### src/rtl/spi_ram_arbiter.sv
// Arbitrates a single-port RAM between an SPI command stream and a host port.
// Optional ARB_AUTOINC_EN: SPI wr/rd addresses post-increment on each granted access.
module spi_ram_arbiter #(
    parameter int unsigned ADDR_W = 8
) (
    input  logic              clk,
    input  logic              rst,
    input  logic [9:0]        spi_rx_data,
    input  logic              spi_rx_valid,
    output logic [7:0]        spi_tx_data,
    output logic              spi_tx_valid,
    input  logic              host_req,
    input  logic              host_we,
    input  logic [ADDR_W-1:0] host_addr,
    input  logic [7:0]        host_wdata,
    output logic              host_ack,
    output logic [7:0]        host_rdata,
    output logic              ram_en,
    output logic              ram_we,
    output logic [ADDR_W-1:0] ram_addr,
    output logic [7:0]        ram_wdata,
    input  logic [7:0]        ram_rdata,
    output logic              err_ovf
);

    localparam logic [1:0] CMD_WADDR = 2'b00;
    localparam logic [1:0] CMD_RADDR = 2'b10;

    typedef enum logic [1:0] {
        IDLE    = 2'd0,
        ACCESS  = 2'd1,
        CAPTURE = 2'd2
    } state_t;

    state_t            state_q, state_d;
    logic [ADDR_W-1:0] wr_addr_q, wr_addr_d;
    logic [ADDR_W-1:0] rd_addr_q, rd_addr_d;
    logic              pend_valid_q, pend_valid_d;
    logic              pend_we_q, pend_we_d;
    logic [ADDR_W-1:0] pend_addr_q, pend_addr_d;
    logic [7:0]        pend_data_q, pend_data_d;
    logic              last_spi_q, last_spi_d;
    logic              ram_en_q, ram_en_d;
    logic              ram_we_q, ram_we_d;
    logic [ADDR_W-1:0] ram_addr_q, ram_addr_d;
    logic [7:0]        ram_wdata_q, ram_wdata_d;
    logic [7:0]        spi_tx_data_q, spi_tx_data_d;
    logic              spi_tx_valid_q, spi_tx_valid_d;
    logic              host_ack_q, host_ack_d;
    logic [7:0]        host_rdata_q, host_rdata_d;
    logic              err_ovf_q, err_ovf_d;

    logic [1:0]        cmd;
    logic [ADDR_W-1:0] rx_addr;
    logic              host_pend;
    logic              grant_spi;
    logic              grant_host;
    logic              wr_inc;
    logic              rd_inc;
    logic [ADDR_W-1:0] wr_now;
    logic [ADDR_W-1:0] rd_now;

    assign cmd     = spi_rx_data[9:8];
    assign rx_addr = spi_rx_data[ADDR_W-1:0];

    always_ff @(posedge clk or posedge rst) begin
        if (rst) begin
            state_q        <= IDLE;
            wr_addr_q      <= '0;
            rd_addr_q      <= '0;
            pend_valid_q   <= 1'b0;
            pend_we_q      <= 1'b0;
            pend_addr_q    <= '0;
            pend_data_q    <= '0;
            last_spi_q     <= 1'b0;
            ram_en_q       <= 1'b0;
            ram_we_q       <= 1'b0;
            ram_addr_q     <= '0;
            ram_wdata_q    <= '0;
            spi_tx_data_q  <= '0;
            spi_tx_valid_q <= 1'b0;
            host_ack_q     <= 1'b0;
            host_rdata_q   <= '0;
            err_ovf_q      <= 1'b0;
        end else begin
            state_q        <= state_d;
            wr_addr_q      <= wr_addr_d;
            rd_addr_q      <= rd_addr_d;
            pend_valid_q   <= pend_valid_d;
            pend_we_q      <= pend_we_d;
            pend_addr_q    <= pend_addr_d;
            pend_data_q    <= pend_data_d;
            last_spi_q     <= last_spi_d;
            ram_en_q       <= ram_en_d;
            ram_we_q       <= ram_we_d;
            ram_addr_q     <= ram_addr_d;
            ram_wdata_q    <= ram_wdata_d;
            spi_tx_data_q  <= spi_tx_data_d;
            spi_tx_valid_q <= spi_tx_valid_d;
            host_ack_q     <= host_ack_d;
            host_rdata_q   <= host_rdata_d;
            err_ovf_q      <= err_ovf_d;
        end
    end

    always_comb begin
        state_d        = state_q;
        wr_addr_d      = wr_addr_q;
        rd_addr_d      = rd_addr_q;
        pend_valid_d   = pend_valid_q;
        pend_we_d      = pend_we_q;
        pend_addr_d    = pend_addr_q;
        pend_data_d    = pend_data_q;
        last_spi_d     = last_spi_q;
        ram_en_d       = 1'b0;
        ram_we_d       = ram_we_q;
        ram_addr_d     = ram_addr_q;
        ram_wdata_d    = ram_wdata_q;
        spi_tx_data_d  = spi_tx_data_q;
        spi_tx_valid_d = 1'b0;
        host_ack_d     = 1'b0;
        host_rdata_d   = host_rdata_q;
        err_ovf_d      = err_ovf_q;

        // The host still holds req during its ack cycle; mask it so it is not re-granted.
        host_pend  = host_req & ~host_ack_q;
        grant_spi  = (state_q == IDLE) && pend_valid_q && (!host_pend || !last_spi_q);
        grant_host = (state_q == IDLE) && host_pend && !grant_spi;

`ifdef ARB_AUTOINC_EN
        wr_inc = grant_spi && pend_we_q;
        rd_inc = grant_spi && !pend_we_q;
`else
        wr_inc = 1'b0;
        rd_inc = 1'b0;
`endif
        // Address seen by a command arriving this cycle includes this cycle's increment.
        wr_now = wr_inc ? wr_addr_q + ADDR_W'(1) : wr_addr_q;
        rd_now = rd_inc ? rd_addr_q + ADDR_W'(1) : rd_addr_q;
        wr_addr_d = wr_now;
        rd_addr_d = rd_now;

        if (grant_spi) begin
            pend_valid_d = 1'b0;
        end

        if (spi_rx_valid) begin
            if (cmd == CMD_WADDR) begin
                wr_addr_d = rx_addr;
            end else if (cmd == CMD_RADDR) begin
                rd_addr_d = rx_addr;
            end else if (!pend_valid_q || grant_spi) begin
                pend_valid_d = 1'b1;
                pend_we_d    = ~cmd[1];
                pend_addr_d  = cmd[1] ? rd_now : wr_now;
                pend_data_d  = spi_rx_data[7:0];
            end else begin
                err_ovf_d = 1'b1;
            end
        end

        case (state_q)
            IDLE: begin
                if (grant_spi || grant_host) begin
                    state_d     = ACCESS;
                    ram_en_d    = 1'b1;
                    last_spi_d  = grant_spi;
                    ram_we_d    = grant_spi ? pend_we_q : host_we;
                    ram_addr_d  = grant_spi ? pend_addr_q : host_addr;
                    ram_wdata_d = grant_spi ? pend_data_q : host_wdata;
                end
            end
            ACCESS: begin
                if (ram_we_q) begin
                    state_d    = IDLE;
                    host_ack_d = ~last_spi_q;
                end else begin
                    state_d = CAPTURE;
                end
            end
            CAPTURE: begin
                state_d = IDLE;
                if (last_spi_q) begin
                    spi_tx_data_d  = ram_rdata;
                    spi_tx_valid_d = 1'b1;
                end else begin
                    host_rdata_d = ram_rdata;
                    host_ack_d   = 1'b1;
                end
            end
            default: begin
                state_d = IDLE;
            end
        endcase
    end

    assign spi_tx_data  = spi_tx_data_q;
    assign spi_tx_valid = spi_tx_valid_q;
    assign host_ack     = host_ack_q;
    assign host_rdata   = host_rdata_q;
    assign ram_en       = ram_en_q;
    assign ram_we       = ram_we_q;
    assign ram_addr     = ram_addr_q;
    assign ram_wdata    = ram_wdata_q;
    assign err_ovf      = err_ovf_q;

endmodule

### config.mk
export PLATFORM = sky130hd
export DESIGN_NAME = spi_ram_arbiter
export DESIGN_NICKNAME = d
export VERILOG_FILES = /design/src/rtl/spi_ram_arbiter.sv
export SDC_FILE = /design/constraint.sdc
export NUM_CORES = 1
export LEC_CHECK = 0
export CORE_ASPECT_RATIO = 1.25
export CORE_MARGIN = 2
export CORE_UTILIZATION = 40
export DETAILED_ROUTE_END_ITERATION = 10
export GPL_TIMING_DRIVEN = 0
export PLACE_DENSITY = 0.73
export SLEW_MARGIN = 0
export SYNTH_ARGS = -nofsm -noshare
export SYNTH_HDL_FRONTEND = slang
export SYNTH_SLANG_ARGS = --single-unit
### constraint.sdc
create_clock -name clk -period 2.15 [get_ports clk]
set_input_delay 0.43 -clock clk [delete_from_list [all_inputs] [get_ports clk]]
set_output_delay 0.43 -clock clk [all_outputs]
set_load 0.03 [all_outputs]
==> out/results.tsv <==
stage	metric	value	unit
synthesis	Synth Instances	268	
layout	commonest cells after routing, fill and taps aside	75 x clkdlybuf4s50_1, 74 x dfrtp_1, 48 x mux2_2	
critical_path	Reg2Reg Depth	6	
timing	Final WS setup	0.2672	ns
grt	largest net degree at the start of global routing	41	
timing	Setup Viol. Count Final	0	
floorplanning	Starting Density	0.4164	
timing	Fmax	0.5311	GHz
critical_path	delay-heaviest family, CP	flip-flops	
layout	nets	398	
route	First-pass DRT Iterations	4	
layout	Area Overhead vs Synth	32.92	%
critical_path	crit end category	register	
critical_path	Cell Chain, Critical Path	inv_1 -> ha_1 -> nand3_1 -> o22ai_4 -> buf_8 -> mux2_4	
floorplanning	core area	8287	um2
clocking	Root Buffer	clkbuf_8	
critical_path	critical path's largest stage delay	0.39	ns
clocking	postcts setup bufs	0	
clocking	hold_buf cts	0	
critical_path	CP Depth	6	
clocking	Max Root-Sink Buffers	2	
route	Detail Route Antenna Nets	0	
floorplanning	Die W	87.08	um
critical_path	Crit Path Category	reg -> reg	
clocking	CTS Buf Count	9	
synthesis	Post-Syn Nets	311	
route	Iter 0 DRT Violations	118	
place	port bufs	75	
clocking	post-CTS sizing	0	
timing	Final Hold Fails	0	
synthesis	Yosys reg bits	74	
route	drt drc	0	
synthesis	mapped cell area	3451	um2
place	DP HPWL	5501	um
timing	RSZ-0062 raised after global routing	false	
route	wire per inst	16.06	um
synthesis	warnings from Yosys	0	
layout	layout cell share with drive strength beyond 1	0.2535	
floorplanning	Die ar.	9391	um2
critical_path	Critical Path Fanout Max	10	
grt	gr usage total	0.1677	
min_path	hold depth	1	
power_and_ir_drop	worst vdd ir	0.0004725	V
clocking	H-tree levels	3	
clocking	CTS sink cnt	74	
grt	total gr overflow	0	
status	outcome	finished, final reports clean	
layout	area of the multi-input gates	1404	um2
layout	sequential cell area	1852	um2
critical_path	Worst Path Arrival	2.11	ns
clocking	CTS tree	yes	
clocking	Clock Pin Slew Worst Setup and Hold Paths	0.07	ns
route	Post-Route WL	7324	um
floorplanning	row cnt	37	
place	GPL Wtd Cong	0.7564	
timing	minimum clock period	1.883	ns
timing	clk_skew	0.008302	ns
layout	commonest non-fill, non-tap cell in the layout	clkdlybuf4s50_1	
grt	initial antenna violation count	0	
power_and_ir_drop	leakage power	1.974	nW
critical_path	worst path bufs/invs	2	
layout	fill cell count	683	
timing	max-slew violation count	0	
synthesis	Avg Cell Area, Syn	12.88	um2
flow_run	Max-cap violations	0	
synthesis	register area share after synthesis	0.5366	
synthesis	count of different cell masters after synthesis	30	
layout	n_diodes	0	
timing	worst-margin pin slew	0.7763	ns
route	via count	2383	
route	Vias/cell	5.226	
timing	fin crit share	0.8757	
clocking	Worst-Skew Late Latency	0.35	ns
critical_path	CP max-delay cell	dfrtp_1	
place	DP Worst Slack	-0.002158	ns
timing	relative max-transition margin	0.4814	
floorplanning	Die Span Y	107.8	um
critical_path	Data required, critical path	2.38	ns
timing	Hold WS	0.4835	ns
floorplanning	IO Count	76	
grt	vias in the first global route	2413	
power_and_ir_drop	power per cell area	1537	nW/um2
critical_path	CP Launch Type	register	
min_path	Hold WC Path Type	reg -> reg	
grt	global-route wire length before repair	12080	um
## flip-flops by register name (all words and copies together), names as in the netlist
name,cells
pend_we_q,1
pend_addr_q,8
err_ovf,1
ram_we,1
spi_tx_data,8
spi_tx_valid,1
ram_addr,8
ram_wdata,8
pend_valid_q,1
ram_en,1
wr_addr_q,8
last_spi_q,1
rd_addr_q,8
host_rdata,8
host_ack,1
state_q,2
pend_data_q,8
## layout make-up
class	instances	area share
flip-flops and latches	74	0.4037
multi-input cells	151	0.3061
repair buffers	76	0.1680
clock buffers	10	0.03001
well taps	97	0.02646
plain buffers	20	0.02373
clock inverters	5	0.02237
inverters	23	0.01964
## Yosys cell counts
library cell | number | share of area
nor2b_1 | 2 | 0.0036
and3b_1 | 1 | 0.0025
dfrtp_1 | 74 | 0.54
a21oi_1 | 2 | 0.0029
nand3_1 | 18 | 0.026
nand2b_1 | 1 | 0.0018
buf_1 | 1 | 0.0011
o221ai_1 | 17 | 0.043
inv_1 | 23 | 0.025
or3b_1 | 1 | 0.0025
mux2i_1 | 2 | 0.0058
clkbuf_2 | 1 | 0.0014
ha_1 | 4 | 0.015
nor3b_1 | 1 | 0.0022
o21a_1 | 17 | 0.037
buf_2 | 11 | 0.016
o22ai_4 | 1 | 0.0058
a41o_1 | 1 | 0.0029
a31oi_1 | 1 | 0.0018
mux2_4 | 9 | 0.039
nand2_1 | 4 | 0.0043
clkbuf_1 | 5 | 0.0054
a22o_1 | 1 | 0.0025
buf_6 | 1 | 0.0033
o21ai_2 | 1 | 0.0025
buf_8 | 1 | 0.0043
mux2_2 | 48 | 0.16
nor3b_2 | 1 | 0.0036
a2bb2oi_1 | 17 | 0.043
nand3b_1 | 1 | 0.0022
## layer usage
layer / up-vias / global-route usage / part of all wire
li1: 1155 / - / -
met1: 1162 / 0.2159 / 0.43
met2: 52 / 0.2683 / 0.51
met3: 14 / 0.02454 / 0.031
met4: 0 / 0.09263 / 0.026
met5: - / 0 / 0
## final timing paths
check / start / slack (ns) / endpoint
setup / recovery: state_q[1] / 0.27 / pend_data_q[0]
hold / removal: err_ovf / 0.48 / err_ovf
setup reg to reg: state_q[1] / 0.27 / pend_data_q[0]
hold reg to reg: err_ovf / 0.48 / err_ovf
max in group asynchronous: rst / 0.95 / pend_addr_q[0]
min in group asynchronous: rst / 0.56 / wr_addr_q[7]
## power by group
part	leakage, nW	internal [mW]	switching, mW
Combinational	0.988	1.63	1.81
Clock	0.118	0.794	0.501
Sequential	0.867	1.99	0.329
## kinds of logic after synthesis
family,synth area share
muxes,0.2016
buffers and inverters,0.05656
DFF,0.5366
AOI/OAI and AO/OA,0.1418
adders and majority gates,0.01450
and+or+nand+nor,0.04895
## worst reg2reg max path, stage by stage (launching register included)
cell	delay, ns
dfrtp_1	0.39
inv_1	0.13
ha_1	0.27
nand3_1	0.16
o22ai_4	0.32
buf_8	0.21
mux2_4	0.30
## stage by stage
stage | setup TNS [ns] | power [mW] | util | cells | instance area, um2
floorplan | 0 | 4.626 | - | 268 | 3455
finish | 0 | 7.050 | 0.5535 | 456 | 4587
global placement | 0 | 5.712 | 0.5221 | 440 | 4327
detailed placement | -0.002158 | 5.802 | 0.5245 | 441 | 4347
global route | 0 | 7.475 | 0.5535 | 456 | 4587
CTS | 0 | 7.109 | 0.5535 | 456 | 4587
No activity file was read; power rests on OpenSTA's default activity.
